File: src/rtl/hash_des_pkg.sv
// Shared types, constants and bit-level helpers for the DES S-box stream hash.
// Lane i of an hstate_t holds H[i]; pack_digest() places H[0] in the top nibble.
package hash_des_pkg;

    typedef logic [7:0][3:0] hstate_t;

    typedef enum logic [1:0] {
        IDLE,
        WAIT,
        ROUND,
        FINAL
    } state_e;

    // H[0]..H[7] = 4,B,7,1,D,F,0,3; lane 0 sits in the low nibble of the packed value.
    localparam hstate_t H_INIT = 32'h30FD_17B4;

    // DES S5 rows, column 0 in the most significant nibble.
    localparam logic [63:0] S5_ROW0 = 64'h2C41_7AB6_853F_D0E9;
    localparam logic [63:0] S5_ROW1 = 64'hEB2C_47D1_50FA_3986;
    localparam logic [63:0] S5_ROW2 = 64'h421B_AD78_F9C5_630E;
    localparam logic [63:0] S5_ROW3 = 64'hB8C7_1E2D_6F09_A453;

    function automatic logic [3:0] sbox_s5(input logic [5:0] x);
        logic [63:0] row_bits;
        logic [63:0] shifted;
        int unsigned sh;
        row_bits = S5_ROW0;
        unique case ({x[5], x[0]})
            2'b00: row_bits = S5_ROW0;
            2'b01: row_bits = S5_ROW1;
            2'b10: row_bits = S5_ROW2;
            2'b11: row_bits = S5_ROW3;
        endcase
        sh = 4 * (15 - 32'(x[4:1]));
        shifted = row_bits >> sh;
        return shifted[3:0];
    endfunction

    function automatic logic [5:0] m_to_m6(input logic [7:0] m);
        return {m[3] ^ m[2], m[1], m[0], m[7], m[6], m[5] ^ m[4]};
    endfunction

    function automatic logic [5:0] c_to_c6(input logic [7:0] c);
        return {c[7] ^ c[1], c[3], c[2], c[5] ^ c[0], c[4], c[6]};
    endfunction

    function automatic logic [3:0] rotl4(input logic [3:0] x, input int n);
        logic [7:0] dbl;
        dbl = {x, x} << n;
        return dbl[7:4];
    endfunction

    function automatic logic [31:0] pack_digest(input hstate_t h);
        logic [31:0] d;
        d = '0;
        for (int i = 0; i < 8; i++) begin
            d[31 - 4 * i -: 4] = h[i];
        end
        return d;
    endfunction

endpackage

File: src/rtl/hash_des_round.sv
// One combinational hash round: every lane takes its right neighbour XOR its own S value,
// rotated left by lane/2. Rounds pass the same S on all lanes; the final step does not.
module hash_des_round
    import hash_des_pkg::*;
(
    input  hstate_t h_i,
    input  hstate_t s_i,
    output hstate_t h_o
);

    always_comb begin
        h_o = '0;
        for (int i = 0; i < 8; i++) begin
            h_o[i] = rotl4(h_i[(i + 1) % 8] ^ s_i[i], i / 2);
        end
    end

endmodule

File: src/rtl/hash_des_sbox_stream.sv
// Handshaked byte-stream engine for the DES S-box hash: ROUNDS rounds per byte, UNROLL per
// clock, followed by a length-mixing step that produces the 32-bit digest.
module hash_des_sbox_stream
    import hash_des_pkg::*;
#(
    parameter int unsigned ROUNDS = 4,
    parameter int unsigned UNROLL = 1,
    parameter int unsigned LEN_W  = 64
) (
    input  logic             clk,
    input  logic             rst,
    input  logic             start_i,
    input  logic [LEN_W-1:0] msg_len_i,
    input  logic             msg_valid_i,
    input  logic [7:0]       msg_data_i,
    output logic             msg_ready_o,
    output logic             busy_o,
    output logic [31:0]      digest_o,
    output logic             digest_valid_o
);

    localparam int unsigned ROUND_CYC = ROUNDS / UNROLL;
    localparam int unsigned CNT_W     = (ROUND_CYC > 1) ? $clog2(ROUND_CYC) : 1;
    localparam logic [CNT_W-1:0] LAST_CNT = CNT_W'(ROUND_CYC - 1);

    if (ROUNDS < 1 || UNROLL < 1 || (ROUNDS % UNROLL) != 0) begin : g_bad_unroll
        $error("hash_des_sbox_stream: UNROLL must be >= 1 and divide ROUNDS (>= 1)");
    end
    if (LEN_W < 8 || LEN_W > 64 || (LEN_W % 8) != 0) begin : g_bad_len_w
        $error("hash_des_sbox_stream: LEN_W must be a multiple of 8 in 8..64");
    end

    state_e           state_q, state_d;
    hstate_t          h_q, h_d;
    logic [LEN_W-1:0] rem_q, rem_d;
    logic [LEN_W-1:0] len_q, len_d;
    logic [3:0]       s_q, s_d;
    logic [CNT_W-1:0] rcnt_q, rcnt_d;
    logic [31:0]      digest_q, digest_d;
    logic             dv_q, dv_d;

    hstate_t          round_h;
    hstate_t          final_s;
    hstate_t          final_h;
    logic [63:0]      len64;

    // Round chain: UNROLL copies of the lane logic, all sharing the latched byte S value.
    for (genvar u = 0; u < UNROLL; u++) begin : g_unroll
        hstate_t h_in;
        hstate_t h_out;
        if (u == 0) begin : g_first
            assign h_in = h_q;
        end else begin : g_next
            assign h_in = g_unroll[u-1].h_out;
        end
        hash_des_round u_round (
            .h_i (h_in),
            .s_i ({8{s_q}}),
            .h_o (h_out)
        );
    end
    assign round_h = g_unroll[UNROLL-1].h_out;

    // Length mixing: lane k takes byte k of the zero-extended length, most significant first.
    assign len64 = 64'(len_q);

    always_comb begin
        final_s = '0;
        for (int k = 0; k < 8; k++) begin
            final_s[k] = sbox_s5(c_to_c6(len64[63 - 8 * k -: 8]));
        end
    end

    hash_des_round u_final (
        .h_i (h_q),
        .s_i (final_s),
        .h_o (final_h)
    );

    always_ff @(posedge clk or posedge rst) begin
        if (rst) begin
            state_q <= IDLE;
        end else begin
            state_q <= state_d;
        end
    end

    always_comb begin
        state_d = state_q;
        unique case (state_q)
            IDLE:  if (start_i) state_d = (msg_len_i == '0) ? FINAL : WAIT;
            WAIT:  if (msg_valid_i) state_d = ROUND;
            ROUND: if (rcnt_q == LAST_CNT) state_d = (rem_q != '0) ? WAIT : FINAL;
            FINAL: state_d = IDLE;
        endcase
    end

    always_comb begin
        msg_ready_o = (state_q == WAIT);
        busy_o      = (state_q != IDLE);
    end

    always_comb begin
        h_d      = h_q;
        rem_d    = rem_q;
        len_d    = len_q;
        s_d      = s_q;
        rcnt_d   = rcnt_q;
        digest_d = digest_q;
        dv_d     = 1'b0;
        unique case (state_q)
            IDLE: begin
                if (start_i) begin
                    h_d   = H_INIT;
                    rem_d = msg_len_i;
                    len_d = msg_len_i;
                end
            end
            WAIT: begin
                if (msg_valid_i) begin
                    s_d    = sbox_s5(m_to_m6(msg_data_i));
                    rem_d  = rem_q - 1'b1;
                    rcnt_d = '0;
                end
            end
            ROUND: begin
                h_d    = round_h;
                rcnt_d = rcnt_q + 1'b1;
            end
            FINAL: begin
                h_d      = final_h;
                digest_d = pack_digest(final_h);
                dv_d     = 1'b1;
            end
        endcase
    end

    always_ff @(posedge clk or posedge rst) begin
        if (rst) begin
            h_q      <= '0;
            rem_q    <= '0;
            len_q    <= '0;
            s_q      <= '0;
            rcnt_q   <= '0;
            digest_q <= '0;
            dv_q     <= 1'b0;
        end else begin
            h_q      <= h_d;
            rem_q    <= rem_d;
            len_q    <= len_d;
            s_q      <= s_d;
            rcnt_q   <= rcnt_d;
            digest_q <= digest_d;
            dv_q     <= dv_d;
        end
    end

    assign digest_o       = digest_q;
    assign digest_valid_o = dv_q;

endmodule

File: config.mk
export PLATFORM = sky130hd
export DESIGN_NAME = hash_des_sbox_stream
export DESIGN_NICKNAME = d
export VERILOG_FILES = /design/src/rtl/hash_des_pkg.sv /design/src/rtl/hash_des_round.sv /design/src/rtl/hash_des_sbox_stream.sv
export SDC_FILE = /design/constraint.sdc
export NUM_CORES = 1
export LEC_CHECK = 0
export BUFFER_PORTS_ARGS = -buffer_cell sky130_fd_sc_hd__buf_2
export CAP_MARGIN = 10
export CELL_PAD_IN_SITES_DETAIL_PLACEMENT = 2
export CELL_PAD_IN_SITES_GLOBAL_PLACEMENT = 2
export CORE_MARGIN = 3
export CORE_UTILIZATION = 25
export DETAILED_ROUTE_END_ITERATION = 10
export GPL_ROUTABILITY_DRIVEN = 1
export PLACE_DENSITY = 0.65
export SYNTH_ARGS = -nofsm -noshare
export SYNTH_HDL_FRONTEND = slang
export SYNTH_SLANG_ARGS = --single-unit
File: constraint.sdc
create_clock -name clk -period 7.9 [get_ports clk]
set_input_delay 0.395 -clock clk [delete_from_list [all_inputs] [get_ports clk]]
set_output_delay 0.395 -clock clk [all_outputs]
set_load 0.02 [all_outputs]
==> flow_metrics.env <==
export IMPL_row_count=91
export IMPL_netlist_area_um2=15880
export IMPL_io_buffer_count=110
export IMPL_maxSlewHeadroom=0.2236
export IMPL_nets=2138
export IMPL_cp_data_arrival_time_ns=4.07
export IMPL_async_reset_ff_frac=1.000
export IMPL_synth_seq_area_share=0.3167
export IMPL_synth_nets=2122
export IMPL_rsz0062_at_grt="false"
export IMPL_start_util=0.2550
export IMPL_fin_area_um2=18030
export IMPL_reg2reg_to="g_unroll[0].h_in[5]"
export IMPL_clock_path_buffers=3
export IMPL_r2r_start="len64[49]"
export IMPL_min_to="len64[48]"
export IMPL_ys_warn_count=0
export IMPL_fmax_mhz=275.0
export IMPL_hold_viol=0
export IMPL_period_needed_ns=3.637
export IMPL_met3_usage=0.02265
export IMPL_antenna_found_initial=0
export IMPL_clock_root_buffer="clkbuf_16"
export IMPL_gr_total_overflow=0
export IMPL_gp_congestion=0.8433
export IMPL_viasPerCell=5.468
export IMPL_max_cap_violations=0
export IMPL_grt_pass1_wl_um=101400
export IMPL_rrSetupSlack_ns=4.26
export IMPL_clkSinkCount=201
export IMPL_drive_above_1_share=0.1282
export IMPL_syn2layout_area_growth_pct=13.53
export IMPL_reg2regPathDepth=9
export IMPL_min_from="msg_len_i[48]"
export IMPL_num_antenna_cells=0
export IMPL_finalMaxSlewViolations=0
export IMPL_finalClockSkew_ns=0.03534
export IMPL_placed_area_um2=17170
export IMPL_cp_required_ns=8.33
export IMPL_syn_inst=1981
export IMPL_drtIter0Drc=884
export IMPL_ant_nets=0
export IMPL_dieWidth_um=258.1
export IMPL_avgSynthCellArea_um2=8.018
export IMPL_whs_path_depth=3
export IMPL_wl_um=64250
export IMPL_ios=111
export IMPL_htreeDepth=1
export IMPL_path_clk_slew_ns=0.06
export IMPL_period_share=0.4603
export IMPL_dieArea_um2=66600
export IMPL_synth_flop_cell="dfrtp_1"
export IMPL_synth_distinct_cells=77
export IMPL_die_y_um=258.1
export IMPL_start_kind="flip-flop"
export IMPL_setup_viol_count_final=0
export IMPL_grt_total_usage=0.1893
export IMPL_grt_pass1_vias=16590
export IMPL_insertion_delay_ns=0.57
export IMPL_critPathCaptureType="flip-flop"
export IMPL_timing_setup_tns_ns=0
export IMPL_crit_fanout=11
export IMPL_dr_pass1_iters=5
export IMPL_hold_class="in -> reg"
export IMPL_busiest_layer="met2"
export IMPL_crit_type="reg -> reg"
export IMPL_wire_per_inst_um=22.55
export IMPL_use_met1=0.2678
export IMPL_synth_edf_count=0
export IMPL_grt_use_met2=0.3090
export IMPL_vias=15580
export IMPL_hpwlAfterDp_um=47240
export IMPL_status="finished clean"
export IMPL_drc_errors=0
export IMPL_cts_buffers=27
export IMPL_post_cts_buffers=0
export IMPL_ys_ff_latch=201
export IMPL_cts_resized_gates=0
export IMPL_cts_tree="built"
export IMPL_grt_max_degree=137
export IMPL_core_area_um2=62280
export IMPL_worst_slew_pin_transition_ns=1.161
-- through the flow --
stage / utilization / setup slack (ns) / hold slack, ns / instances
after floorplan: - / 2.023 / 0.4499 / 1981
after global placement: 0.2756 / 4.405 / 0.4653 / 2803
after detailed placement: 0.2756 / 4.335 / 0.4667 / 2803
after CTS: 0.2894 / 4.278 / 0.03928 / 2848
after global routing: 0.2895 / 3.956 / 0.06363 / 2849
final: 0.2895 / 4.263 / 0.06627 / 2849
-- sequential cells by signal (all words and copies together) (netlist names) --
name,count
state_q,2
digest_o,32
g_unroll.h_in,32
rcnt_q,2
digest_valid_o,1
s_q,4
len64,64
rem_q,64
-- critical path: stages, from the launching register on --
cell	delay, ns
dfrtp_1	0.39
xor2_1	0.47
inv_1	0.21
ha_1	0.36
or2_2	0.38
or3_1	0.33
o2111ai_1	0.10
o311ai_0	0.38
or4b_2	0.72
and3_1	0.16
-- placed cells by master (no fill, tap or decap), types with 25 or more instances in the layout --
cell       count
nand2_1      328
dfrtp_1      201
nor2_1       146
o21ai_0      140
a21oi_1      124
buf_2        110
inv_1         67
ha_1          65
nor3_1        62
nand3_1       60
xor2_1        44
o211ai_1      38
xnor2_1       34
a31oi_1       31
mux4_2        29
nor4_1        29
buf_4         29
a211oi_1      28
mux2i_1       28
clkbuf_16     27
nand2b_1      25
-- kinds of logic after synthesis --
family,after synthesis,synth area share
xor+xnor,81,0.04561
fa+ha+maj,65,0.05120
mux,70,0.06798
simple gates,765,0.2239
compound gates,575,0.2408
flops,201,0.3167
buf+inv,224,0.05380
-- cell usage after synthesis, drive strengths merged (31+ instances only) --
cell      n  area, µm²
nor4     31      215.2
o21ai   140      700.7
ha       65      813.3
clkbuf  133      499.2
inv      68      255.2
a31oi    31      193.9
a21oi   125      625.6
dfrtp   201       5030
nor2    147      551.8
nand2   329       1235
nor3     63      320.3
xor2     45      394.1
o211ai   38      285.3
nand3    60      300.3
xnor2    35      306.5
-- worst max-delay path by stage --
| stage | slack, ns | from | end |
|---|---|---|---|
| 2_1_floorplan | 2.02 | rst | digest_o[0] |
| 3_3_place_gp | 4.41 | state_q[0] | rem_q[43] |
| 3_5_place_dp | 4.33 | len64[49] | g_unroll[0].h_in[5] |
| 4_1_cts | 4.28 | len64[49] | g_unroll[0].h_in[5] |
| 5_1_grt | 3.96 | len64[25] | g_unroll[0].h_in[16] |
| 6_report | 4.26 | len64[49] | g_unroll[0].h_in[5] |
-- what timing repair did --
item                                   4_1_cts  5_1_grt
hold buffers                                 1        0
setup endpoints to repair                    0        0
endpoints found under the hold margin       65        0
-- layer usage --
metal	wire, µm	share of wire
met5	0	0
met4	1384	0.022
met3	2063	0.032
met2	29870	0.46
met1	30930	0.48
-- layout make-up --
cell class | instances | area [µm²]
Tap cell | 837 | 1047
Multi-Input combinational cell | 1556 | 10040
Inverter | 70 | 270.3
Sequential cell | 201 | 5030
Clock buffer | 36 | 759.5
Fill cell | 7125 | 44250
Timing Repair Buffer | 141 | 798.3
Clock inverter | 8 | 88.84
Power is not shown: default switching activity piles up to over one toggle a cycle in this logic, so the estimate is an artifact.
